[src/rtl/display_pkg.sv]
// Shared types, segment patterns and the hex/BCD digit decoder for the
// multiplexed 7-segment driver.
package display_pkg;

  typedef enum logic [1:0] {
    OCIOSO   = 2'd0,
    CONVERTE = 2'd1,
    ESCREVE  = 2'd2
  } estado_t;

  // Segment order is a..g, index 0 = a, active-high
  localparam logic [0:6] SEG_0       = 7'b1111110;
  localparam logic [0:6] SEG_1       = 7'b0110000;
  localparam logic [0:6] SEG_2       = 7'b1101101;
  localparam logic [0:6] SEG_3       = 7'b1111001;
  localparam logic [0:6] SEG_4       = 7'b0110011;
  localparam logic [0:6] SEG_5       = 7'b1011011;
  localparam logic [0:6] SEG_6       = 7'b1011111;
  localparam logic [0:6] SEG_7       = 7'b1110000;
  localparam logic [0:6] SEG_8       = 7'b1111111;
  localparam logic [0:6] SEG_9       = 7'b1111011;
  localparam logic [0:6] SEG_A       = 7'b1110111;
  localparam logic [0:6] SEG_B       = 7'b0011111;
  localparam logic [0:6] SEG_C       = 7'b1001110;
  localparam logic [0:6] SEG_D       = 7'b0111101;
  localparam logic [0:6] SEG_E       = 7'b1001111;
  localparam logic [0:6] SEG_F       = 7'b1000111;
  localparam logic [0:6] SEG_TRACO   = 7'b0000001;
  localparam logic [0:6] SEG_APAGADO = 7'b0000000;

  function automatic logic [0:6] decod_7seg(input logic [3:0] d);
    logic [0:6] s;
    case (d)
      4'h0: s = SEG_0;
      4'h1: s = SEG_1;
      4'h2: s = SEG_2;
      4'h3: s = SEG_3;
      4'h4: s = SEG_4;
      4'h5: s = SEG_5;
      4'h6: s = SEG_6;
      4'h7: s = SEG_7;
      4'h8: s = SEG_8;
      4'h9: s = SEG_9;
      4'hA: s = SEG_A;
      4'hB: s = SEG_B;
      4'hC: s = SEG_C;
      4'hD: s = SEG_D;
      4'hE: s = SEG_E;
      default: s = SEG_F;
    endcase
    return s;
  endfunction

endpackage

[src/rtl/bin_para_bcd.sv]
// Sequential shift-add-3 binary to BCD converter, one step per clock.
// Overflow is decided from the loaded value, so truncated BCD never matters.
module bin_para_bcd
  import display_pkg::*;
#(
  parameter int LARGURA   = 14,
  parameter int N_DIGITOS = 4
) (
  input  logic                   clk,
  input  logic                   rst_n,
  input  logic                   inicio,
  input  logic [LARGURA-1:0]     valor,
  output logic                   pronto,
  output logic [4*N_DIGITOS-1:0] bcd,
  output logic                   estouro
);

  localparam int CW = $clog2(LARGURA + 1);

  function automatic logic [63:0] maximo_decimal(input int n);
    logic [63:0] p;
    p = 64'd1;
    for (int i = 0; i < n; i++) p = p * 64'd10;
    return p - 64'd1;
  endfunction

  localparam logic [63:0] LIMITE = maximo_decimal(N_DIGITOS);

  logic [LARGURA-1:0]     bin;
  logic [CW-1:0]          passos;
  logic [4*N_DIGITOS-1:0] bcd_aj;

  always_comb begin
    bcd_aj = bcd;
    for (int i = 0; i < N_DIGITOS; i++) begin
      if (bcd[4*i +: 4] >= 4'd5) bcd_aj[4*i +: 4] = bcd[4*i +: 4] + 4'd3;
    end
  end

  always_ff @(posedge clk or negedge rst_n) begin
    if (!rst_n) begin
      bin     <= '0;
      bcd     <= '0;
      passos  <= '0;
      estouro <= 1'b0;
    end else if (inicio) begin
      bin     <= valor;
      bcd     <= '0;
      passos  <= CW'(LARGURA);
      estouro <= (64'(valor) > LIMITE);
    end else if (passos != '0) begin
      bcd    <= {bcd_aj[4*N_DIGITOS-2:0], bin[LARGURA-1]};
      bin    <= bin << 1;
      passos <= passos - CW'(1);
    end
  end

  // High during the cycle whose closing edge performs the final shift
  assign pronto = (passos == CW'(1));

endmodule

[src/rtl/display_7seg_multiplexado.sv]
// Multi-digit 7-segment driver: load FSM, display register with leading-zero
// blanking, and a free-running digit scan onto a shared segment bus.
module display_7seg_multiplexado
  import display_pkg::*;
#(
  parameter int N_DIGITOS     = 4,
  parameter int LARGURA       = 14,
  parameter int DIV_VARREDURA = 50000,
  parameter int ANODO_COMUM   = 0
) (
  input  logic                 clk,
  input  logic                 rst_n,
  input  logic [LARGURA-1:0]   valor,
  input  logic                 carregar,
  input  logic                 modo_hex,
  input  logic                 apagar_zeros,
  output logic                 ocupado,
  output logic [0:6]           segmentos,
  output logic [N_DIGITOS-1:0] digito_sel
);

  localparam int LD = 4 * N_DIGITOS;
  localparam int LP = (LARGURA > LD) ? LARGURA : LD;
  localparam int IW = (N_DIGITOS > 1) ? $clog2(N_DIGITOS) : 1;
  localparam int PW = (DIV_VARREDURA > 1) ? $clog2(DIV_VARREDURA) : 1;

  estado_t estado, estado_prox;

  logic [LARGURA-1:0]   valor_reg;
  logic                 modo_hex_reg;
  logic                 apagar_reg;
  logic                 inicio, carga, commit;
  logic                 pronto;
  logic [LD-1:0]        bcd;
  logic                 estouro_dec;

  logic [LD-1:0]        disp_digitos;
  logic [N_DIGITOS-1:0] disp_apaga;
  logic                 disp_traco;

  logic [LP-1:0]        valor_ext;
  logic                 estouro_hex;
  logic [LD-1:0]        novos_digitos;
  logic                 novo_traco;
  logic [N_DIGITOS-1:0] novo_apaga;
  logic                 zeros_acima;

  logic [PW-1:0]        presc;
  logic [IW-1:0]        idx;
  logic [0:6]           seg_ativo;
  logic [N_DIGITOS-1:0] sel_ativo;

  bin_para_bcd #(
    .LARGURA   (LARGURA),
    .N_DIGITOS (N_DIGITOS)
  ) u_bcd (
    .clk     (clk),
    .rst_n   (rst_n),
    .inicio  (inicio),
    .valor   (valor),
    .pronto  (pronto),
    .bcd     (bcd),
    .estouro (estouro_dec)
  );

  always_ff @(posedge clk or negedge rst_n) begin
    if (!rst_n) estado <= OCIOSO;
    else        estado <= estado_prox;
  end

  always_comb begin
    estado_prox = estado;
    inicio      = 1'b0;
    carga       = 1'b0;
    commit      = 1'b0;
    case (estado)
      OCIOSO: begin
        if (carregar) begin
          carga       = 1'b1;
          inicio      = !modo_hex;
          estado_prox = modo_hex ? ESCREVE : CONVERTE;
        end
      end
      CONVERTE: begin
        if (pronto) estado_prox = ESCREVE;
      end
      ESCREVE: begin
        commit      = 1'b1;
        estado_prox = OCIOSO;
      end
      default: estado_prox = OCIOSO;
    endcase
  end

  assign ocupado = (estado != OCIOSO);

  always_ff @(posedge clk or negedge rst_n) begin
    if (!rst_n) begin
      valor_reg    <= '0;
      modo_hex_reg <= 1'b0;
      apagar_reg   <= 1'b0;
    end else if (carga) begin
      valor_reg    <= valor;
      modo_hex_reg <= modo_hex;
      apagar_reg   <= apagar_zeros;
    end
  end

  // Zero-extend so narrow values still fill every hex digit
  assign valor_ext   = LP'(valor_reg);
  assign estouro_hex = |(valor_ext >> LD);

  always_comb begin
    novos_digitos = modo_hex_reg ? valor_ext[LD-1:0] : bcd;
    novo_traco    = modo_hex_reg ? estouro_hex : estouro_dec;
    novo_apaga    = '0;
    zeros_acima   = 1'b1;
    for (int i = N_DIGITOS - 1; i >= 1; i--) begin
      zeros_acima   = zeros_acima && (novos_digitos[4*i +: 4] == 4'd0);
      novo_apaga[i] = apagar_reg && zeros_acima;
    end
  end

  always_ff @(posedge clk or negedge rst_n) begin
    if (!rst_n) begin
      disp_digitos <= '0;
      disp_apaga   <= '0;
      disp_traco   <= 1'b0;
    end else if (commit) begin
      disp_digitos <= novos_digitos;
      disp_apaga   <= novo_apaga;
      disp_traco   <= novo_traco;
    end
  end

  always_ff @(posedge clk or negedge rst_n) begin
    if (!rst_n) begin
      presc <= '0;
      idx   <= '0;
    end else if (presc == PW'(DIV_VARREDURA - 1)) begin
      presc <= '0;
      idx   <= (idx == IW'(N_DIGITOS - 1)) ? '0 : idx + IW'(1);
    end else begin
      presc <= presc + PW'(1);
    end
  end

  always_comb begin
    if (disp_traco)           seg_ativo = SEG_TRACO;
    else if (disp_apaga[idx]) seg_ativo = SEG_APAGADO;
    else                      seg_ativo = decod_7seg(disp_digitos[4*idx +: 4]);
    sel_ativo = N_DIGITOS'(1) << idx;
  end

  assign segmentos  = (ANODO_COMUM != 0) ? ~seg_ativo : seg_ativo;
  assign digito_sel = (ANODO_COMUM != 0) ? ~sel_ativo : sel_ativo;

endmodule

[config.mk]
export PLATFORM = sky130hd
export DESIGN_NAME = display_7seg_multiplexado
export DESIGN_NICKNAME = d
export VERILOG_FILES = /design/src/rtl/display_pkg.sv /design/src/rtl/bin_para_bcd.sv /design/src/rtl/display_7seg_multiplexado.sv
export SDC_FILE = /design/constraint.sdc
export NUM_CORES = 1
export LEC_CHECK = 0
export BUFFER_PORTS_ARGS = -buffer_cell sky130_fd_sc_hd__buf_4
export CAP_MARGIN = 20
export CORE_ASPECT_RATIO = 0.7
export CORE_MARGIN = 4
export CORE_UTILIZATION = 49
export CTS_CLUSTER_DIAMETER = 40
export DETAILED_ROUTE_END_ITERATION = 8
export PLACE_DENSITY = 0.69
export SLEW_MARGIN = 0
export SYNTH_ARGS = -nofsm -noshare
export SYNTH_HDL_FRONTEND = slang
export SYNTH_SLANG_ARGS = --single-unit
[constraint.sdc]
create_clock -name clk -period 2 [get_ports clk]
set_input_delay 0.2 -clock clk [delete_from_list [all_inputs] [get_ports clk]]
set_output_delay 0.2 -clock clk [all_outputs]
set_load 0.03 [all_outputs]
# ---- Word-level counts from Yosys, hierarchy flattened
# Memories as Yosys holds them, arrays and structs flattened.
# Index checks and enable logic that the tools add are counted.
dict set report word_totals {
  romBits 112
  word_cells 77
  memories 1
  output_inout_bits 12
  in_bits 19
  reg_bits 91
}
# memory words word_bits rd rd_clocked_by_memory_dff wr line_no
set mem_list {}
lappend mem_list {{(name not given)} 16 7 1 0 0 display_pkg.sv:33} ;# case (d)
dict set report op_classes {
  mux 27
  n_eq_ne 7
  shift 2
  add_sub_neg 7
  n_reduce_logical 14
  order_cmp 6
}
# op n
set ops {}
lappend ops {{2-to-1 mux 16 bit} 4}
lappend ops {{2-to-1 mux 14 bit} 2}
lappend ops {{2-to-1 mux 4 bit} 5}
lappend ops {{adder 16 x 1 -> 16 bit, second input constant} 1}
lappend ops {{equality test 16 bit, second input constant} 1}
lappend ops {{>= comparator 4 x 3 -> 1 bit, second input constant} 4}
lappend ops {{indexed part select 16 x 5 -> 4 bit} 1}
lappend ops {{> comparator 14 bit, second input constant} 1}
lappend ops {{2-to-1 mux 7 bit} 2}
lappend ops {{adder 4 x 2 -> 4 bit, second input constant} 3}
lappend ops {{zero test 4 bit} 3}
lappend ops {{2-to-1 mux 2 bit} 4}
lappend ops {{2-to-1 mux 1 bit} 7}
lappend ops {{logical AND 1 bit} 5}
lappend ops {{equality test 2 bit, second input constant} 2}
lappend ops {{equality test 4 x 1 -> 1 bit, second input constant} 1}
lappend ops {{inequality test 2 bit, second input constant} 2}
lappend ops {{case mux 2 bit (2 select lines)} 1}
lappend ops {{nonzero test 2 bit} 2}
lappend ops {{nonzero test 4 bit} 1}
lappend ops {{left shift 1 x 2 -> 4 bit, first input constant} 1}
lappend ops {{subtractor 4 x 1 -> 4 bit, second input constant} 1}
lappend ops {{adder 3 x 2 -> 3 bit, second input constant} 1}
lappend ops {{less-than comparator 2 x 3 -> 1 bit, second input constant} 1}
lappend ops {{7 further kinds} 7}

# ---- Logic depth before layout (Yosys ltp)
# Gate-level depths: netlist of run 1.
dict set report depth {
  ltp_word 5
  ltp_mapped 10
  mapped_depth_nobuf 9
}

# ---- Modules after synthesis
# Synthesis of run 1 repeated with hierarchy kept, for this count alone.
dict set report unflattened {
  cells_unflattened 487
  hier_area_um2 5028.6
}
# module seq_area_each_um2 cells_each area_each_um2 instances
set modules_own_cells {}
lappend modules_own_cells {display_7seg_multiplexado 1401.3 274 2957.8 1}
lappend modules_own_cells {bin_para_bcd 875.8 213 2070.7 1}

# ---- Worst setup path after synthesis of run 1
# No wires, ideal clock.
dict set report synth_timing {
  kind {register to output}
  startpoint {reg idx[0]}
  endpoint {out segmentos[1] (netlist name)}
  required_time_ns 1.800
  slack_ns -0.683
  n_path_buf 1
  arrival_ns 2.483
  path_stages_with_launch 8
  path_cell_list {dfrtp_1 buf_6 mux4_1 inv_1 ha_1 nor2_1 a21oi_1 a211oi_1}
}
dict set report synth_via {
  elab_chain_len 4
  word_cells_on_any_way 6
  cone_classes {1 x shift; 4 x mux; 1 x memory}
}
# item line_no
set synth_rtl {}
lappend synth_rtl {{start, declared} display_7seg_multiplexado.sv:49} ;# logic [IW-1:0] idx;
lappend synth_rtl {{start signal, assigned} display_7seg_multiplexado.sv:142} ;# idx <= (idx == IW'(N_DIGITOS - 1)) ? '0 : idx + IW'(1);
lappend synth_rtl {{indexed part select 16 x 5 -> 4 bit / binary-select mux 1 bit (select 2 bit) (equally long branches)} {display_7seg_multiplexado.sv:151, display_7seg_multiplexado.sv:150}}
lappend synth_rtl {{memory (16 x 7 bit) / 2-to-1 mux 1 bit (equally long branches)} n/a}
lappend synth_rtl {{2-to-1 mux 7 bit (*)} display_7seg_multiplexado.sv:150} ;# else if (disp_apaga[idx]) seg_ativo = SEG_APAGADO;
lappend synth_rtl {{2-to-1 mux 7 bit (*)} display_7seg_multiplexado.sv:149} ;# if (disp_traco) seg_ativo = SEG_TRACO;
lappend synth_rtl {{end, declared} display_7seg_multiplexado.sv:18} ;# output logic [0:6] segmentos,
# Every way passes the cells marked *; elsewhere a longest branch is shown, timed or not. The select of a mux whose other input is x is not followed.

# ---- Worst setup path in the final report of run 1
dict set report layout_timing {
  startpoint {reg idx[0]}
  endpoint {out segmentos[3] (netlist name)}
}
# The elaborated chain is that of the path after synthesis.

==> impl_metrics.prom, run 1 <==
# TYPE chip_impl_metric gauge
chip_impl_metric{name="netlist_instances",unit=""} 492
chip_impl_metric{name="reg2reg_slack",unit="ns"} 0.32
chip_impl_metric{name="layout-area-overhead-vs-synth",unit="%"} 20.4
chip_impl_metric{name="final_setup_violation_count",unit=""} 7
chip_impl_metric{name="p_per_area",unit="nW/um^2"} 1530
chip_impl_metric{name="mappedNetlistArea",unit="sq um"} 4770
chip_impl_metric{name="synth-edff-count",unit=""} 0
chip_impl_metric{name="r2r_cells",unit=""} 5
chip_impl_metric{name="placementRows",unit=""} 29
chip_impl_metric{name="drc",unit=""} 0
chip_impl_metric{name="clk_transition_reported_paths",unit="ns"} 0.07
chip_impl_metric{name="global_route_wire_length_before_repair",unit="mm"} 18.0
chip_impl_metric{name="max_clock_freq",unit="MHz"} 414
chip_impl_metric{name="cts_inserted_buffers",unit=""} 9
chip_impl_metric{name="number_of_levels_in_the_clock_h_tree",unit=""} 3
chip_impl_metric{name="synth_compound_area_share",unit="%"} 10.6
chip_impl_metric{name="post_synth_fa_ha_maj_area_fraction",unit="%"} 5.77
chip_impl_metric{name="avgViaCountPerCell",unit=""} 5.50
chip_impl_metric{name="antenna_found_initial",unit=""} 0
chip_impl_metric{name="place_congestion",unit=""} 0.824
chip_impl_info{name="synth_largest_area_cell",value="dfrtp_1"} 1
chip_impl_info{name="tritoncts_clock_tree",value="built"} 1
chip_impl_metric{name="required",unit="ns"} 1.80
chip_impl_metric{name="final-seq-area",unit="sq um"} 2280
chip_impl_metric{name="wirelength",unit="mm"} 10.5
chip_impl_metric{name="dieHeight",unit="microns"} 90.6
chip_impl_metric{name="hold_slack",unit="ns"} 0.0643
chip_impl_metric{name="worst_clock_skew",unit="ns"} 0.0107
chip_impl_metric{name="timing.final.ws_setup",unit="ns"} -0.414
chip_impl_info{name="critPathKind",value="reg -> out"} 1
chip_impl_metric{name="synth_simple_gate_area_share",unit="%"} 17.9
chip_impl_info{name="setup.worst_path.start",value="idx[0]$_DFFE_PN0N_"} 1
chip_impl_metric{name="synthArstFlopShare",unit="%"} 100
chip_impl_metric{name="die_width",unit="microns"} 126
chip_impl_metric{name="postSynthRegisterBits",unit=""} 91
chip_impl_metric{name="synth.yosys.seq_area_share",unit="%"} 47.7
chip_impl_metric{name="critical_path_arrival",unit="ns"} 2.21
chip_impl_metric{name="fin_nets",unit=""} 578
chip_impl_metric{name="tightestPinTransition",unit="ns"} 0.601
chip_impl_metric{name="worstPathMaxFanout",unit=""} 5
chip_impl_info{name="reg2reg_from",value="u_bcd.bcd[12]$_DFFE_PN0P_"} 1
chip_impl_metric{name="final_min_period",unit="ns"} 2.41
chip_impl_metric{name="grt_remaining_overflow",unit=""} 0
chip_impl_metric{name="yosysWarningCount",unit=""} 0
chip_impl_metric{name="synthMuxAreaShare",unit="%"} 11.0
chip_impl_metric{name="drive_above_1_share",unit="%"} 22.1
chip_impl_info{name="violations",value="setup timing"} 1
chip_impl_metric{name="count_of_boundary_i_o_pins",unit=""} 31
chip_impl_metric{name="grt_usage",unit="%"} 19.4
chip_impl_info{name="endpoint_kind",value="output port"} 1
chip_impl_info{name="synth_top_family_by_area",value="simple AND/OR/NAND/NOR gates"} 1
chip_impl_metric{name="holdPathStages",unit=""} 3
chip_impl_info{name="clk_root_buffer_cell",value="clkbuf_16"} 1
chip_impl_metric{name="clk_path_buf_depth",unit=""} 2
chip_impl_info{name="yosys.cell_count.top_type",value="dfrtp_1"} 1
chip_impl_metric{name="fin_area",unit="sq um"} 5740
chip_impl_metric{name="port_buffers",unit=""} 30
chip_impl_metric{name="initial_core_util",unit="%"} 51.4
chip_impl_info{name="synth_common_cells",value="91 x dfrtp_1, 83 x nand2_1, 39 x nor2_1"} 1
chip_impl_info{name="grt_setup_unrepaired",value="true"} 1
chip_impl_metric{name="finalHoldViolCount",unit=""} 0
chip_impl_info{name="run_status",value="complete, but fails checks"} 1
chip_impl_metric{name="antenna_cells",unit=""} 0
chip_impl_metric{name="hpwl",unit="mm"} 7.31
chip_impl_metric{name="multi_input_comb_area",unit="sq um"} 2430
chip_impl_metric{name="top_cell_type_s_share_of_synthesized_area",unit="%"} 47.7
chip_impl_info{name="synth_top_cells_by_area",value="dfrtp_1 48%, nand2_1 6.5%, ha_1 5.8%, mux2i_1 5.2%, mux2_2 4.2%"} 1
chip_impl_metric{name="relative_slew_margins",unit="%"} 60.0
chip_impl_metric{name="synth.distinct_cells",unit=""} 46
chip_impl_metric{name="antenna_violating_nets_post_route",unit=""} 0
chip_impl_metric{name="post_synth_xor_area_fraction",unit="%"} 2.94
chip_impl_metric{name="detail_route.first_pass.iterations",unit=""} 4
chip_impl_metric{name="largest_net_degree_at_the_start_of_global_routing",unit=""} 47
chip_impl_metric{name="min_period_over_period",unit="%"} 121
chip_impl_info{name="crit_path_start_kind",value="register"} 1
chip_impl_metric{name="synth_nets",unit=""} 533
chip_impl_info{name="r2r-end",value="disp_apaga[1]$_DFFE_PN0N_"} 1
chip_impl_info{name="classification_of_the_worst_slack_hold_path",value="in -> reg"} 1
chip_impl_metric{name="routed_wire_length_per_instance",unit="microns"} 15.8
chip_impl_metric{name="detail_route.iter0.violations",unit=""} 282
chip_impl_metric{name="dpl_cells",unit=""} 645
chip_impl_metric{name="power.static_leakage",unit="nW"} 2.60
chip_impl_metric{name="peakVddDrop",unit="mV"} 0.674
chip_impl_metric{name="syn-mean-instance-area",unit="sq um"} 9.70
chip_impl_info{name="layout_top_registers",value="disp_digitos x16, presc x16, u_bcd.bcd x16"} 1
chip_impl_metric{name="post-place-ws",unit="ns"} -0.0539
chip_impl_metric{name="die-area",unit="sq um"} 11400
chip_impl_metric{name="floorplan.core_area",unit="sq um"} 9290
chip_impl_metric{name="timing_max_transition_violations_final",unit=""} 0
chip_impl_metric{name="final_cells",unit=""} 666
chip_impl_metric{name="route.vias.total",unit=""} 3664
chip_impl_metric{name="max-cap-violations",unit=""} 0
chip_impl_metric{name="fillers",unit=""} 793
chip_impl_metric{name="clkLatencyLatePin",unit="ns"} 0.35
chip_impl_metric{name="place_area",unit="sq um"} 5340
chip_impl_metric{name="cts_sinks",unit=""} 91
chip_impl_info{name="endpoint",value="segmentos[3]"} 1
chip_impl_info{name="synthFlopType",value="dfrtp_1"} 1
chip_impl_metric{name="vias_in_the_first_global_route",unit=""} 3559
[timing repair]
action,CTS,global route
endpoints found under the setup margin,7,7
hold buffers,1,0
setup buffers,2,1
gates cloned,1,0
resized for setup,7,1
endpoints found under the hold margin,44,0
pin swaps,0,1
[area by class of cell]
class	instances	area share (%)
Clock inverter	6	1.68
Inverter	17	1.15
Tap cell	124	2.70
Timing Repair Buffer	59	8.45
Multi-Input combinational cell	359	42.4
Clock buffer	10	3.99
Sequential cell	91	39.7
[power breakdown]
| group | leakage [nW] | internal (W) | switching (W) | total [W] |
|---|---|---|---|---|
| combinational | 1.31 | 0.00179 | 0.00193 | 0.00372 |
| sequential | 1.14 | 0.00253 | 0.000691 | 0.00322 |
| clock | 0.156 | 0.00111 | 0.000747 | 0.00186 |
[how the worst min path moves through the flow]
stage | startpoint | endpoint
floorplan | rst_n | apagar_reg$_DFFE_PN0P_
global placement | rst_n | disp_digitos[14]$_DFFE_PN0N_
detailed placement | rst_n | u_bcd.bcd[14]$_DFFE_PN0P_
CTS | valor[0] | u_bcd.bin[0]$_DFFE_PN0P_
global route | valor[0] | u_bcd.bin[0]$_DFFE_PN0P_
finish | valor[0] | u_bcd.bin[0]$_DFFE_PN0P_
[layer usage]
layer	share of wire [%]	wire, microns	GRT usage [%]	vias up
met2	45	4700	29.5	81
met4	1.5	157	5.09	0
met1	49	5150	28.1	1783
met3	5.0	523	4.43	17
li1	-	-	-	1783
met5	0	0	0	-
[logic make-up (layout without fill, tap and decap cells)]
logic type,count (synthesis),in the layout
AO/OA/AOI/OAI,89,89
XOR/XNOR,16,16
adder cells (fa/ha/maj),22,22
buffers and inverters,43,92
flip-flops,91,91
multiplexers,46,47
AND/OR/NAND/NOR,185,185
[cells in the final DEF, fill, tap and decap left out, drive strengths merged, types with 15 or more instances in the layout]
master,instances
a21oi,24
a31oi,15
buf,58
dfrtp,91
ha,22
inv,20
mux2,18
mux2i,25
nand2,83
nor2,40
o21ai,37
[per-stage QoR]
step	setup TNS, ns	utilization, %	total power [W]
2_1_floorplan	-0.325	-	0.00574
3_3_place_gp	-0.0868	57.5	0.00664
3_5_place_dp	-0.168	57.5	0.00681
4_1_cts	-2.74	61.7	0.00881
5_1_grt	-3.39	61.8	0.00943
6_report	-2.67	61.8	0.00880
[worst max-delay path: stages, from the launching register on]
cell     delay (ns)
dfrtp_1        0.39
mux4_2         0.62
inv_4          0.12
ha_4           0.21
nor2_4         0.11
a21oi_1        0.05
mux2i_1        0.17
nor2_2         0.06
buf_6          0.13
(Power assumes the default switching activity.)
==> run 2: changes to the inputs <==
--- a/config.mk
+++ b/config.mk
@@ -10,6 +10,7 @@
 export CORE_ASPECT_RATIO = 0.7
 export CORE_MARGIN = 4
 export CORE_UTILIZATION = 49
+export CTS_BUF_LIST = sky130_fd_sc_hd__clkbuf_2 sky130_fd_sc_hd__clkbuf_4 sky130_fd_sc_hd__clkbuf_8
 export CTS_CLUSTER_DIAMETER = 40
 export DETAILED_ROUTE_END_ITERATION = 8
 export PLACE_DENSITY = 0.69
==> run 2 against run 1 <==
Effect of this change: the flow still finishes with violations (setup timing); die area did not move; sequential power is essentially flat; cell count unchanged; clock skew decreased by 0.00063 ns; largest cell class unchanged; largest power group unchanged.
==> impl_metrics.prom, run 2 (synthesized netlist as in run 1, its figures left out) <==
# TYPE chip_impl_metric gauge
chip_impl_info{name="worstHoldStart",value="valor[0]"} 1
chip_impl_info{name="worst_hold_path.endpoint",value="u_bcd.bin[0]$_DFFE_PN0P_"} 1
chip_impl_metric{name="fin_nets",unit=""} 578
chip_impl_metric{name="floorplan.core_area",unit="sq um"} 9290
chip_impl_metric{name="clkLatencyLatePin",unit="ns"} 0.37
chip_impl_info{name="mostFrequentLayoutCells",value="90 x dfrtp_1, 81 x nand2_1, 52 x buf_4"} 1
chip_impl_metric{name="port_buffers",unit=""} 30
chip_impl_metric{name="min_period_over_period",unit="%"} 122
chip_impl_metric{name="antenna_cells",unit=""} 0
chip_impl_metric{name="max_clock_freq",unit="MHz"} 410
chip_impl_metric{name="clk_transition_reported_paths",unit="ns"} 0.09
chip_impl_metric{name="power.static_leakage",unit="nW"} 2.56
chip_impl_metric{name="die_width",unit="microns"} 126
chip_impl_metric{name="reg2reg_slack",unit="ns"} 0.31
chip_impl_metric{name="die-area",unit="sq um"} 11400
chip_impl_metric{name="placementRows",unit=""} 29
chip_impl_metric{name="cts_sinks",unit=""} 91
chip_impl_metric{name="r2r_cells",unit=""} 5
chip_impl_metric{name="holdPathStages",unit=""} 3
chip_impl_metric{name="final_cells",unit=""} 666
chip_impl_metric{name="multi_input_comb_area",unit="sq um"} 2440
chip_impl_metric{name="fillers",unit=""} 805
chip_impl_info{name="layout_commonest_cell",value="dfrtp_1"} 1
chip_impl_metric{name="detail_route.first_pass.iterations",unit=""} 5
chip_impl_metric{name="required",unit="ns"} 1.80
chip_impl_info{name="violations",value="setup timing"} 1
chip_impl_metric{name="hpwl",unit="mm"} 7.31
chip_impl_info{name="grt_setup_unrepaired",value="true"} 1
chip_impl_metric{name="routed_wire_length_per_instance",unit="microns"} 15.6
chip_impl_metric{name="peakVddDrop",unit="mV"} 0.649
chip_impl_metric{name="wirelength",unit="mm"} 10.4
chip_impl_metric{name="worstPathMaxFanout",unit=""} 8
chip_impl_metric{name="place_congestion",unit=""} 0.824
chip_impl_metric{name="critical_path_arrival",unit="ns"} 2.24
chip_impl_metric{name="clk_path_buf_depth",unit=""} 2
chip_impl_info{name="reg2reg_from",value="u_bcd.bcd[12]$_DFFE_PN0P_"} 1
chip_impl_metric{name="final_min_period",unit="ns"} 2.44
chip_impl_info{name="r2r-end",value="disp_apaga[1]$_DFFE_PN0N_"} 1
chip_impl_metric{name="antenna_violating_nets_post_route",unit=""} 0
chip_impl_metric{name="drc",unit=""} 0
chip_impl_metric{name="relative_slew_margins",unit="%"} 60.4
chip_impl_metric{name="cts_inserted_buffers",unit=""} 9
chip_impl_info{name="crit_path_start_kind",value="register"} 1
chip_impl_metric{name="largest_net_degree_at_the_start_of_global_routing",unit=""} 47
chip_impl_metric{name="detail_route.iter0.violations",unit=""} 241
chip_impl_metric{name="timing_max_transition_violations_final",unit=""} 0
chip_impl_metric{name="setup_total_negative_slack",unit="ns"} -2.86
chip_impl_info{name="run_status",value="complete, but fails checks"} 1
chip_impl_metric{name="max-cap-violations",unit=""} 0
chip_impl_info{name="clk_root_buffer_cell",value="clkbuf_8"} 1
chip_impl_info{name="classification_of_the_worst_slack_hold_path",value="in -> reg"} 1
chip_impl_metric{name="global_route_wire_length_before_repair",unit="mm"} 17.7
chip_impl_metric{name="drive_above_1_share",unit="%"} 22.5
chip_impl_metric{name="final-seq-area",unit="sq um"} 2280
chip_impl_metric{name="finalHoldViolCount",unit=""} 0
chip_impl_metric{name="dpl_cells",unit=""} 645
chip_impl_metric{name="route.vias.total",unit=""} 3657
chip_impl_metric{name="tightestPinTransition",unit="ns"} 0.593
chip_impl_metric{name="antenna_found_initial",unit=""} 0
chip_impl_metric{name="grt_usage",unit="%"} 19.1
chip_impl_metric{name="worst_clock_skew",unit="ns"} 0.0101
chip_impl_metric{name="avgViaCountPerCell",unit=""} 5.49
chip_impl_metric{name="grt_remaining_overflow",unit=""} 0
chip_impl_metric{name="initial_core_util",unit="%"} 51.4
chip_impl_metric{name="timing.final.ws_setup",unit="ns"} -0.440
chip_impl_metric{name="p_per_area",unit="nW/um^2"} 1480
chip_impl_info{name="layout_top_registers",value="disp_digitos x16, presc x16, u_bcd.bcd x16"} 1
chip_impl_info{name="critPathKind",value="reg -> out"} 1
chip_impl_metric{name="vias_in_the_first_global_route",unit=""} 3508
chip_impl_metric{name="layout-area-overhead-vs-synth",unit="%"} 18.4
chip_impl_metric{name="dieHeight",unit="microns"} 90.6
chip_impl_metric{name="count_of_boundary_i_o_pins",unit=""} 31
chip_impl_metric{name="final_setup_violation_count",unit=""} 7
chip_impl_metric{name="number_of_levels_in_the_clock_h_tree",unit=""} 3
chip_impl_info{name="tritoncts_clock_tree",value="built"} 1
chip_impl_info{name="endpoint_kind",value="output port"} 1
run 2: cell counts in the layout (fill, tap and decap cells not counted):
No cell type changed its count.
run 2: what timing repair did:
| action | 4_1_cts | 5_1_grt |
|---|---|---|
| gates resized for setup | 6 | 3 |
| setup endpoints to repair | 7 | 7 |
| hold buffers | 1 | 0 |
| cloned | 1 | 0 |
| pin swaps | 0 | 2 |
| setup buffers | 1 | 2 |
| endpoints found under the hold margin | 44 | 0 |
run 2: critical path: stages (launching register included):
cell and delay (ns):
dfrtp_1 0.40, buf_4 0.17, mux4_2 0.62, and2_4 0.23, a221oi_4 0.29, buf_6 0.17
run 2: layout make-up:
class                      count  area share [%]
timing repair buffer          59            8.59
inverter                      17            1.17
sequential                    91            40.3
clock inverter                 6            1.71
multi-input combinational    359            43.1
tap                          124            2.75
clock buffer                  10            2.33
run 2: worst max-delay path by stage:
stage | from | end | slack [ns]
2_1_floorplan | idx[0]$_DFFE_PN0N_ | segmentos[1] | -0.14
3_3_place_gp | idx[0]$_DFFE_PN0N_ | segmentos[3] | -0.04
6_report | idx[0]$_DFFE_PN0N_ | segmentos[5] | -0.44
3_5_place_dp | idx[0]$_DFFE_PN0N_ | segmentos[3] | -0.05
4_1_cts | idx[0]$_DFFE_PN0N_ | segmentos[5] | -0.46
5_1_grt | idx[0]$_DFFE_PN0N_ | segmentos[0] | -0.54
run 2: through the flow:
| stage | instance area, sq um | setup WS (ns) | total power, W | utilization [%] | hold WS (ns) |
|---|---|---|---|---|---|
| 5_1_grt | 5650 | -0.542 | 0.00899 | 60.8 | 0.0215 |
| 4_1_cts | 5630 | -0.458 | 0.00836 | 60.6 | 0.0183 |
| 3_5_place_dp | 5340 | -0.0539 | 0.00681 | 57.5 | 0.245 |
| 6_report | 5650 | -0.440 | 0.00834 | 60.8 | 0.0431 |
| 3_3_place_gp | 5340 | -0.0395 | 0.00664 | 57.5 | 0.250 |
| 2_1_floorplan | 4870 | -0.135 | 0.00574 | - | -0.0956 |
run 2: power breakdown:
part,total (W),internal [W],switching (W)
sequential,0.00320,0.00252,0.000676
clock,0.00142,0.000736,0.000688
combinational,0.00372,0.00179,0.00192
run 2: metal layers:
layer / GRT usage (%) / vias up / part of all wire [%]
li1: - / 1784 / -
met1: 28.1 / 1785 / 50
met5: 0 / - / 0
met2: 28.5 / 77 / 45
met3: 4.26 / 11 / 4.0
met4: 5.18 / 0 / 0.96
==> run 3: changes to the inputs <==
--- a/config.mk
+++ b/config.mk
@@ -14,6 +14,7 @@
 export CTS_CLUSTER_DIAMETER = 40
 export DETAILED_ROUTE_END_ITERATION = 8
 export PLACE_DENSITY = 0.69
+export SETUP_SLACK_MARGIN = 0.2
 export SLEW_MARGIN = 0
 export SYNTH_ARGS = -nofsm -noshare
 export SYNTH_HDL_FRONTEND = slang
==> run 3 against run 2 <==
Effect of this change: the run still ends with setup timing left; first-iteration DRC count fell by 22%; clock-buffer cell count rose by 3; die area unchanged; wire length up 0.94%; critical path depth unchanged; maximum frequency increased by 1.6%; sequential power hardly changed; register-to-register slack lost 0.02 ns; critical endpoint unchanged; combinational power about the same; clock power fell by 13%; largest cell class unchanged; worst setup slack improved by 0.039 ns; cell count down 0.30%.
==> impl_metrics.prom, run 3 (synthesized netlist as in run 1, its figures left out) <==
# TYPE chip_impl_metric gauge
chip_impl_info{name="r2r-end",value="disp_apaga[1]$_DFFE_PN0N_"} 1
chip_impl_metric{name="post-place-ws",unit="ns"} -0.0468
chip_impl_metric{name="routed_wire_length_per_instance",unit="microns"} 15.8
chip_impl_metric{name="antenna_violating_nets_post_route",unit=""} 0
chip_impl_metric{name="combinationalPowerShare",unit="%"} 45.7
chip_impl_metric{name="clk_path_buf_depth",unit=""} 2
chip_impl_metric{name="count_of_boundary_i_o_pins",unit=""} 31
chip_impl_info{name="layout_top_registers",value="disp_digitos x16, presc x16, u_bcd.bcd x16"} 1
chip_impl_metric{name="die_width",unit="microns"} 126
chip_impl_metric{name="placementRows",unit=""} 29
chip_impl_info{name="endpoint_kind",value="output port"} 1
chip_impl_info{name="violations",value="setup timing"} 1
chip_impl_info{name="classification_of_the_worst_slack_hold_path",value="in -> reg"} 1
chip_impl_metric{name="clk_transition_reported_paths",unit="ns"} 0.08
chip_impl_info{name="worstHoldStart",value="apagar_zeros"} 1
chip_impl_metric{name="power.static_leakage",unit="nW"} 2.54
chip_impl_metric{name="clkLatencyLatePin",unit="ns"} 0.36
chip_impl_metric{name="p_per_area",unit="nW/um^2"} 1450
chip_impl_metric{name="r2r_cells",unit=""} 5
chip_impl_metric{name="cts_setup_buffers",unit=""} 0
chip_impl_metric{name="pwr-share-seq",unit="%"} 39.0
chip_impl_metric{name="timing.final.ws_setup",unit="ns"} -0.401
chip_impl_metric{name="tightestPinTransition",unit="ns"} 0.408
chip_impl_metric{name="timing_max_transition_violations_final",unit=""} 0
chip_impl_info{name="path_cells",value="buf_4 > mux4_2 > and2_4 > a221oi_4 > buf_6"} 1
chip_impl_metric{name="reg2reg_slack",unit="ns"} 0.29
chip_impl_metric{name="largest_net_degree_at_the_start_of_global_routing",unit=""} 39
chip_impl_metric{name="floorplan.core_area",unit="sq um"} 9290
chip_impl_metric{name="antenna_cells",unit=""} 0
chip_impl_metric{name="wirelength",unit="mm"} 10.5
chip_impl_metric{name="final_min_period",unit="ns"} 2.40
chip_impl_metric{name="power.clock.fraction",unit="%"} 15.3
chip_impl_metric{name="vias_in_the_first_global_route",unit=""} 3536
chip_impl_metric{name="fin_area",unit="sq um"} 5620
chip_impl_metric{name="fin_nets",unit=""} 576
chip_impl_metric{name="max-cap-violations",unit=""} 0
chip_impl_info{name="critPathKind",value="reg -> out"} 1
chip_impl_metric{name="cts_sinks",unit=""} 91
chip_impl_metric{name="max_clock_freq",unit="MHz"} 417
chip_impl_info{name="layout_commonest_cell",value="dfrtp_1"} 1
chip_impl_metric{name="holdPathStages",unit=""} 2
chip_impl_metric{name="finalHoldViolCount",unit=""} 0
chip_impl_metric{name="grt_usage",unit="%"} 19.5
chip_impl_metric{name="route.vias.total",unit=""} 3627
chip_impl_metric{name="peakVddDrop",unit="mV"} 0.584
chip_impl_metric{name="final_setup_violation_count",unit=""} 7
chip_impl_metric{name="number_of_levels_in_the_clock_h_tree",unit=""} 3
chip_impl_metric{name="global_route_wire_length_before_repair",unit="mm"} 18.1
chip_impl_metric{name="layout-area-overhead-vs-synth",unit="%"} 17.7
chip_impl_metric{name="detail_route.iter0.violations",unit=""} 188
chip_impl_info{name="crit_path_start_kind",value="register"} 1
chip_impl_metric{name="final_cells",unit=""} 664
chip_impl_info{name="tritoncts_clock_tree",value="built"} 1
chip_impl_metric{name="worst_path_largest_cell_delay",unit="ns"} 0.61
chip_impl_metric{name="place_area",unit="sq um"} 5350
chip_impl_metric{name="place_congestion",unit=""} 0.817
chip_impl_metric{name="critical_path_arrival",unit="ns"} 2.20
chip_impl_info{name="critical-path-top-delay-family",value="multiplexers"} 1
chip_impl_metric{name="post-route-util",unit="%"} 60.5
chip_impl_metric{name="required",unit="ns"} 1.80
chip_impl_metric{name="detail_route.first_pass.iterations",unit=""} 5
chip_impl_metric{name="worst_clock_skew",unit="ns"} 0.00897
chip_impl_metric{name="switching_share_of_power",unit="%"} 40.0
chip_impl_metric{name="initial_core_util",unit="%"} 51.4
chip_impl_metric{name="avgViaCountPerCell",unit=""} 5.46
chip_impl_metric{name="hpwl",unit="mm"} 7.65
chip_impl_info{name="clk_root_buffer_cell",value="clkbuf_8"} 1
chip_impl_metric{name="netSwitchingPower",unit="W"} 0.00326
chip_impl_info{name="grt_setup_unrepaired",value="true"} 1
chip_impl_metric{name="antenna_found_initial",unit=""} 0
chip_impl_metric{name="relative_slew_margins",unit="%"} 72.8
chip_impl_metric{name="min_period_over_period",unit="%"} 120
chip_impl_metric{name="port_buffers",unit=""} 30
chip_impl_metric{name="cts_inserted_buffers",unit=""} 9
chip_impl_metric{name="drc",unit=""} 0
chip_impl_metric{name="p_int",unit="W"} 0.00488
chip_impl_info{name="mostFrequentLayoutCells",value="90 x dfrtp_1, 81 x nand2_1, 51 x buf_4"} 1
chip_impl_info{name="crit_slowest_cell",value="mux4_2"} 1
chip_impl_metric{name="drive_above_1_share",unit="%"} 22.6
chip_impl_metric{name="worstPathMaxFanout",unit=""} 7
chip_impl_metric{name="dpl_cells",unit=""} 646
chip_impl_metric{name="die-area",unit="sq um"} 11400
chip_impl_metric{name="cp_num_buf_inv",unit=""} 2
chip_impl_info{name="run_status",value="complete, but fails checks"} 1
chip_impl_metric{name="dieHeight",unit="microns"} 90.6
chip_impl_info{name="reg2reg_from",value="u_bcd.bcd[12]$_DFFE_PN0P_"} 1
chip_impl_metric{name="grt_remaining_overflow",unit=""} 0
chip_impl_info{name="worst_hold_path.endpoint",value="apagar_reg$_DFFE_PN0P_"} 1
[run 3: changes by cell type in the layout (fill, tap and decap cells not counted), sizes merged]
cell	before	now
buf	58	56
bufinv	2	0
clkbuf	10	13
clkinv	0	1
clkinvlp	1	0
inv	20	19
[run 3: power by group through the flow]
stage / Sequential [W] / Combinational [W] / Clock (W)
finish: 0.00318 / 0.00372 / 0.00124
global route: 0.00328 / 0.00416 / 0.00137
CTS: 0.00316 / 0.00374 / 0.00129
detailed placement: 0.00318 / 0.00364 / 0
global placement: 0.00315 / 0.00353 / 0
floorplan: 0.00293 / 0.00284 / 0
[run 3: layer usage]
metal	up-vias	track usage, %	part of all wire, %
met5	-	0	0
met3	5	5.14	5.0
li1	1773	-	-
met4	0	4.55	0.62
met2	70	29.0	46
met1	1779	28.7	48
[run 3: how the worst max path moves through the flow]
stage,depth (start not counted),startpoint,end,slack (ns)
after global routing,8,idx[0]$_DFFE_PN0N_,segmentos[3],-0.52
after floorplan,7,idx[0]$_DFFE_PN0N_,segmentos[1],-0.14
final,5,idx[0]$_DFFE_PN0N_,segmentos[5],-0.40
after global placement,8,idx[0]$_DFFE_PN0N_,segmentos[3],-0.02
after CTS,8,idx[0]$_DFFE_PN0N_,segmentos[3],-0.43
after detailed placement,5,idx[0]$_DFFE_PN0N_,segmentos[5],-0.05
[run 3: final cells by class]
type	instances	area, sq um
timing repair buffer	57	458
fill	808	3670
sequential	91	2280
clock inverter	3	28.8
inverter	17	66.3
multi-input combinational	359	2460
clock buffer	13	173
tap	124	155
[run 3: timing repair]
action | in CTS | in global routing
pin swaps | 0 | 1
resized for setup | 6 | 6
cloned | 1 | 0
hold buffers | 1 | 0
hold endpoints to repair | 26 | 0
endpoints found under the setup margin | 7 | 12
[run 3: per-stage QoR]
stage | TNS [ns] | hold slack [ns] | power, W
2_1_floorplan | -0.327 | -0.0956 | 0.00577
3_3_place_gp | -0.0181 | 0.158 | 0.00667
3_5_place_dp | -0.118 | 0.159 | 0.00682
4_1_cts | -2.73 | 0.0601 | 0.00819
5_1_grt | -3.39 | 0.0647 | 0.00880
6_report | -2.52 | 0.0727 | 0.00814
